`config.mk`:
```
export PLATFORM = sky130hd
export DESIGN_NAME = fibonacci_stream_flat
export DESIGN_NICKNAME = d
export VERILOG_FILES = /design/src/rtl/fibonacci_stream_if.sv /design/src/rtl/fibonacci_stream.sv /design/src/flat_wrapper.sv
export SDC_FILE = /design/constraint.sdc
export NUM_CORES = 1
export LEC_CHECK = 0
export BUFFER_PORTS_ARGS = -buffer_cell sky130_fd_sc_hd__buf_2
export CORE_UTILIZATION = 45
export CTS_CLUSTER_DIAMETER = 40
export DETAILED_ROUTE_END_ITERATION = 12
export MAX_ROUTING_LAYER = met4
export PLACE_DENSITY = 0.77
export SLEW_MARGIN = 20
export SYNTH_ARGS = -nofsm -noshare
export SYNTH_HDL_FRONTEND = slang
export SYNTH_SLANG_ARGS = --single-unit
```
`constraint.sdc`:
```
create_clock -name clk -period 3.7 [get_ports clk]
set_clock_uncertainty 0.2 [all_clocks]
set_input_delay 1.11 -clock clk [delete_from_list [all_inputs] [get_ports clk]]
set_output_delay 1.11 -clock clk [all_outputs]
set_load 0.01 [all_outputs]
```
`src/rtl/fibonacci_stream_if.sv`:
```
// ---------------------------------------------------------------------------
// fibonacci_stream_if
// Output stream of the Fibonacci generator: one group of LANES terms per beat.
//
// Handshake: a beat transfers on a rising clk edge where out_valid and
// out_ready are both 1. Once out_valid is raised, out_data is held stable
// and out_valid stays high until the beat transfers. The one exception is a
// restart of the producer, which may replace a pending group. out_valid never
// depends combinationally on out_ready.
//
// Signals
//   out_valid : master -> slave, out_data holds a valid group
//   out_ready : slave -> master, the slave accepts the group
//   out_data  : master -> slave, lane i in bits [i*WIDTH +: WIDTH]
// ---------------------------------------------------------------------------
interface fibonacci_stream_if #(
  parameter int WIDTH = 16,
  parameter int LANES = 2
);
  logic                   out_valid;
  logic                   out_ready;
  logic [LANES*WIDTH-1:0] out_data;

  modport master (
    output out_valid,
    output out_data,
    input  out_ready
  );

  modport slave (
    input  out_valid,
    input  out_data,
    output out_ready
  );
endinterface

```
`src/rtl/fibonacci_stream.sv`:
```
// ---------------------------------------------------------------------------
// fibonacci_stream
// Seedable Fibonacci generator that emits LANES consecutive terms per beat on
// a valid/ready stream. The stream stops after the last group whose terms all
// fit in WIDTH bits, and it raises a sticky overflow flag at that point.
//
// Ports
//   clk         : clock, rising edge
//   rst         : asynchronous, active-high reset
//   start       : single-cycle pulse; loads the seeds and (re)starts
//   seed_a      : term t0, sampled when start=1
//   seed_b      : term t1, sampled when start=1
//   out         : stream master (out_valid / out_ready / out_data)
//   overflow    : sticky; the next term does not fit in WIDTH bits
//   done        : the generator has stopped in DONE
//   dbg_state_o : current FSM state (0=IDLE, 1=RUN, 2=DONE)
// ---------------------------------------------------------------------------
module fibonacci_stream #(
  parameter int WIDTH = 16,
  parameter int LANES = 2
) (
  input  logic                 clk,
  input  logic                 rst,
  input  logic                 start,
  input  logic [WIDTH-1:0]     seed_a,
  input  logic [WIDTH-1:0]     seed_b,
  fibonacci_stream_if.master   out,
  output logic                 overflow,
  output logic                 done,
  output logic [1:0]           dbg_state_o
);

  if (LANES < 1 || LANES > 4) begin : g_bad_lanes
    $error("fibonacci_stream: LANES must be in 1..4");
  end

  // Size of the seed-expansion array: the group-0 terms, but never fewer
  // than the two seeds.
  localparam int SN = (LANES < 2) ? 2 : LANES;
  // Index of the second-to-last lane (only meaningful for LANES >= 2).
  localparam int LO_IDX = (LANES > 1) ? LANES - 2 : 0;

  typedef enum logic [1:0] {
    ST_IDLE = 2'd0,
    ST_RUN  = 2'd1,
    ST_DONE = 2'd2
  } state_t;

  state_t                 state_q, state_d;
  logic                   valid_q, valid_d;
  logic [LANES*WIDTH-1:0] data_q,  data_d;
  logic                   ovf_q,   ovf_d;
  logic                   done_q,  done_d;
  // Last two terms of the current group: last_q is the final lane, prev_q
  // the one before it.
  logic [WIDTH-1:0]       last_q,  last_d;
  logic [WIDTH-1:0]       prev_q,  prev_d;
  // With LANES=1 group 0 is seed_a alone, and the next term is seed_b
  // rather than a sum. pend_q marks that case, and prev_q then holds seed_b.
  logic                   pend_q,  pend_d;

  // Candidate terms at WIDTH+1 bits. A group is illegal if any candidate has
  // bit WIDTH set. Each sum only wraps at WIDTH+1 bits after an earlier
  // candidate has already overflowed, so the first overflowing term is always
  // detected correctly.
  logic [WIDTH:0]         ext_s [SN];
  logic [WIDTH:0]         ext_n [LANES+2];
  logic [WIDTH:0]         cand  [LANES];
  logic [LANES*WIDTH-1:0] grp0_data;
  logic [LANES*WIDTH-1:0] next_data;
  logic                   grp0_legal;
  logic                   next_legal;

  // Group 0 is the seeds followed by their running sums.
  always_comb begin
    ext_s[0] = {1'b0, seed_a};
    ext_s[1] = {1'b0, seed_b};
    for (int k = 2; k < SN; k++) begin
      ext_s[k] = ext_s[k-1] + ext_s[k-2];
    end
    grp0_data  = '0;
    grp0_legal = 1'b1;
    for (int k = 0; k < LANES; k++) begin
      grp0_data[k*WIDTH +: WIDTH] = ext_s[k][WIDTH-1:0];
      if (ext_s[k][WIDTH]) grp0_legal = 1'b0;
    end
  end

  // The next group continues the sequence from the stored last two terms.
  always_comb begin
    ext_n[0] = {1'b0, prev_q};
    ext_n[1] = {1'b0, last_q};
    for (int k = 2; k < LANES + 2; k++) begin
      ext_n[k] = ext_n[k-1] + ext_n[k-2];
    end
    next_data  = '0;
    next_legal = 1'b1;
    for (int k = 0; k < LANES; k++) begin
      if (LANES == 1 && pend_q) cand[k] = ext_n[0];
      else                      cand[k] = ext_n[k+2];
      next_data[k*WIDTH +: WIDTH] = cand[k][WIDTH-1:0];
      if (cand[k][WIDTH]) next_legal = 1'b0;
    end
  end

  // Next-state and output logic. Every output comes from a register.
  always_comb begin
    state_d = state_q;
    valid_d = valid_q;
    data_d  = data_q;
    ovf_d   = ovf_q;
    done_d  = done_q;
    last_d  = last_q;
    prev_d  = prev_q;
    pend_d  = pend_q;

    if (start) begin
      // A restart overrides any pending group or a handshake in this cycle.
      ovf_d  = 1'b0;
      done_d = 1'b0;
      if (grp0_legal) begin
        state_d = ST_RUN;
        valid_d = 1'b1;
        data_d  = grp0_data;
        if (LANES == 1) begin
          last_d = seed_a;
          prev_d = seed_b;
          pend_d = 1'b1;
        end else begin
          last_d = ext_s[LANES-1][WIDTH-1:0];
          prev_d = ext_s[LO_IDX][WIDTH-1:0];
          pend_d = 1'b0;
        end
      end else begin
        state_d = ST_DONE;
        valid_d = 1'b0;
        ovf_d   = 1'b1;
        done_d  = 1'b1;
        pend_d  = 1'b0;
      end
    end else begin
      case (state_q)
        ST_RUN: begin
          if (valid_q && out.out_ready) begin
            if (next_legal) begin
              data_d = next_data;
              pend_d = 1'b0;
              if (LANES == 1) begin
                prev_d = last_q;
                last_d = cand[0][WIDTH-1:0];
              end else begin
                last_d = cand[LANES-1][WIDTH-1:0];
                prev_d = cand[LO_IDX][WIDTH-1:0];
              end
            end else begin
              // The group just accepted was the final legal one. out_data
              // keeps it.
              state_d = ST_DONE;
              valid_d = 1'b0;
              ovf_d   = 1'b1;
              done_d  = 1'b1;
            end
          end
        end
        default: begin
          // IDLE and DONE hold everything until the next start.
        end
      endcase
    end
  end

  always_ff @(posedge clk or posedge rst) begin
    if (rst) begin
      state_q <= ST_IDLE;
      valid_q <= 1'b0;
      data_q  <= '0;
      ovf_q   <= 1'b0;
      done_q  <= 1'b0;
      last_q  <= '0;
      prev_q  <= '0;
      pend_q  <= 1'b0;
    end else begin
      state_q <= state_d;
      valid_q <= valid_d;
      data_q  <= data_d;
      ovf_q   <= ovf_d;
      done_q  <= done_d;
      last_q  <= last_d;
      prev_q  <= prev_d;
      pend_q  <= pend_d;
    end
  end

  assign out.out_valid = valid_q;
  assign out.out_data  = data_q;
  assign overflow      = ovf_q;
  assign done          = done_q;
  assign dbg_state_o   = state_q;

endmodule

```
`src/flat_wrapper.sv`:
```
// flat-port wrapper written by rule: the top's interface ports become plain ports
module fibonacci_stream_flat 
#(
  parameter int WIDTH = 16,
  parameter int LANES = 2
)
  (clk, rst, start, seed_a, seed_b, overflow, done, dbg_state_o, out_out_valid, out_out_data, out_out_ready);
  fibonacci_stream_if #(.WIDTH(WIDTH), .LANES(LANES)) out_i ();
  input  logic clk;
  input  logic rst;
  input  logic start;
  input  logic [WIDTH-1:0] seed_a;
  input  logic [WIDTH-1:0] seed_b;
  output logic overflow;
  output logic done;
  output logic [1:0] dbg_state_o;
  output wire logic [$bits(out_i.out_valid)-1:0] out_out_valid;
  output wire logic [$bits(out_i.out_data)-1:0] out_out_data;
  input wire logic [$bits(out_i.out_ready)-1:0] out_out_ready;
  assign out_out_valid = out_i.out_valid;
  assign out_out_data = out_i.out_data;
  assign out_i.out_ready = out_out_ready;
  fibonacci_stream #(.WIDTH(WIDTH), .LANES(LANES)) u_core (.clk(clk), .rst(rst), .start(start), .seed_a(seed_a), .seed_b(seed_b), .out(out_i), .overflow(overflow), .done(done), .dbg_state_o(dbg_state_o));
endmodule
```
==> results.md <==
* Largest cells by area after synthesis: dfrtp_1 (27%), ha_1 (13%), mux2i_1 (7.1%)
* CP required at 3740 ps
* Syn Nets at 443
* Rows at 29
* Syn avg cell area at 8.329 sq um
* Avg WL per Cell at 18.43 microns
* Fin Hold WS at 355.2 ps
* Area post-placement at 0.004204 sq mm
* Fin crit period at approximately 4400 ps
* Critical Path Source: u_core.out.out_data[16]$_DFFE_PP0P_
* Final hold violation count at 0
* Detailed-router iteration count before antenna repair at 5
* Ports at 73
* Cells after Synth at ~370
* Root Buffer: clkbuf_8
* Core ar. at 0.006495 sq mm
* Worst EP arrival at 4430 ps
* Critical-path maximum fanout at 5
* First-pass GRT wire length at 17300 microns
* Critical path class: reg2reg
* Antenna Cells at 0
* CP peak stage delay at 520 ps
* Number of max-cap violations at 0
* Share of layout cells above drive strength 1 at 41.68%
* Max-slew violation count at 0
* Buffers & Inverters on Critical Path at 2
* Die height at 85.09 microns
* Vias per cell at 6.046
* Vias in the first global route at 3679
* Initial Utilization at 47.83%
* CP startpoint kind: flop
* Global-route usage over all layers at between 30% and 40%
* Pre-CTS WS at -487.7 ps
* Final ANT Viol Nets at 0
* CTS Hold Bufs at 0
* Final setup vio count at 34
* Clk slew on worst S/H paths at 80 ps
* Routed wire length at approximately 12000 microns
* Die Width at 85.09 microns
* CTS Sinks at 34
* Largest net degree at the start of global routing at 38
* Hold path depth at 1
* Fmax at 0.2275 GHz
* Crit path cell chain: ha_2, fa_2, a211o_1, nor4bb_1, or2_1, buf_4, o21ai_1, xnor2_1, ha_2, buf_4, nand3_1, a21oi_1, nor2_1, o21ai_1, a32o_1, or4_4, nand3_2
* Clock Latency Late Sink at 300 ps
* Kind of cell adding the most delay to the critical path: simple AND/OR/NAND/NOR gates
* Fin area at 0.004687 sq mm
* Hold crit path type: reg2reg
* Clk buf depth at 2
* Synth unique cells at 50
* Ys flop type: dfrtp_1
* Worst-Margin Slew at 513.5 ps
* # DRC at 0
* Worst reg-to-reg path cell count at 17
* Period utilization at 118.8%
* Netlist Area Pre-Place at 0.003107 sq mm
* Outcome: complete, but fails checks
* Die Footprint at 0.007240 sq mm
* CP Capture Type: flop
* Post-synth EDFFs at 0
* Initial antenna violation count at 0
* Final setup TNS at -17500 ps
* CP max-delay cell: or4_4
* Min-delay src: u_core.dbg_state_o[0]$_DFFE_PP0P_
* RSZ-0062 raised after global routing: true
* GPL Wtd Cong at 0.9205
* Yosys reg bits at 34
* CTS tree: built
* Fillers at around 450
* Slew headroom at around 66%
* H-tree depth at 2
* Post-layout net count at 628
* Yosys warns at 0
* Sequential area share after synthesis at ~27%
* Failing checks: setup timing
* Total gr overflow at 0
* Leading area contributor after synthesis: dfrtp_1
* CTS buffer count at 5
* DR iter-0 viols at between 300 and 400
* DR vias at 3845
* Hpwl dp at 7259 microns
* WP depth at 17
* Ys async rst share at 100.0%
* Worst r2r src: u_core.out.out_data[16]$_DFFE_PP0P_
* Syn-to-layout area delta at 50.87%
* Setup ws final at -696.5 ps
* Input/output buffers at 72
* Post-synth top area share at 27.39%
[final timing paths]
kind | slack [ps] | end
max | -700 | u_core.out.out_data[30]$_DFFE_PP0P_
min | 360 | u_core.dbg_state_o[0]$_DFFE_PP0P_
max reg2reg | -700 | u_core.out.out_data[30]$_DFFE_PP0P_
min reg2reg | 360 | u_core.dbg_state_o[0]$_DFFE_PP0P_
max in group asynchronous | 2000 | u_core.out.out_data[22]$_DFFE_PP0P_
min in group asynchronous | 590 | u_core.dbg_state_o[0]$_DFFE_PP0P_
[layout by cell type (no fill, tap or decap), types with 11 or more instances in the layout]
cell type / Yosys / layout
a21oi_1: 31 / 27
nand3_1: 15 / 14
o21ai_1: 25 / 27
xnor2_1: 17 / 14
ha_1: 32 / 29
nand2_1: 44 / 42
inv_1: 12 / 11
dfrtp_1: 34 / 34
buf_2: 1 / 72
buf_4: 5 / 117
nor2_1: 26 / 24
mux2i_1: 22 / 21
[synthesized netlist by cell type (all sizes together) (5+ instances only)]
master,instances
xnor2,17
a21o,9
a21oi,31
buf,6
o21ai,35
ha,32
nand2,44
nand3,15
a211oi,5
dfrtp,34
o211ai,6
xor2,6
mux2i,22
clkbuf,11
a31oi,5
inv,12
nor2,26
nor3,6
[kinds of logic (layout without fill, tap and decap cells)]
kind of cell	Yosys count	count (layout)	share of synthesized area, %
buffers and inverters	29	215	4.148
xor gates and xnor gates	23	23	6.484
DFF	34	34	27.39
muxes	22	22	7.088
AOI/OAI and AO/OA	116	116	23.68
and+or+nand+nor	115	115	17.04
adders and majority gates	34	34	14.18
[sequential cells by signal (all words and copies together), names as in the netlist]
register,count
u_core.dbg_state_o,1
u_core.out.out_data,17
u_core.overflow,1
u_core.prev_q,15
[stage by stage]
step                      std cells  utilization [%]
after global placement          597            64.73
after global routing            636            72.16
after detailed placement        597            64.73
after CTS                       628            70.26
after floorplan                 373                -
final                           636            72.16
[worst reg2reg max path: cells and delay by family (launching register included)]
| kind | cells | cell delay (ps) |
|---|---|---|
| AOI/OAI and AO/OA | 5 | 980 |
| xor gates and xnor gates | 1 | 200 |
| adders and majority gates | 3 | 950 |
| buffers and inverters | 2 | 340 |
| DFF | 1 | 390 |
| and+or+nand+nor | 6 | 1290 |
[per-layer routing]
| layer | up-vias | global-route usage [%] | wire length (microns) |
|---|---|---|---|
| li1 | 1737 | - | - |
| met1 | 1784 | 37.35 | 4612 |
| met2 | 243 | 51.25 | 5607 |
| met3 | 81 | 4.475 | 877 |
| met4 | 0 | 16.80 | 626 |
| met5 | - | - | 0 |
[cell type report]
type	count	area [sq um]	share of cell area, %
Multi-Input combinational cell	310	2267	48.37
Timing Repair Buffer	195	1336	28.51
Sequential cell	34	850.8	18.15
Tap cell	77	96.34	2.056
Clock buffer	7	86.33	1.842
Inverter	12	45.04	0.9610
Clock inverter	1	5.005	0.1068
[repair_timing]
| action | CTS | global route |
|---|---|---|
| endpoints found under the setup margin | 33 | 34 |
| setup buffers | 24 | 8 |
| gates resized for setup | 20 | 13 |
| pin swaps | 21 | 18 |
Power is not shown: default switching activity piles up to over one toggle a cycle in this logic, so the estimate is an artifact.
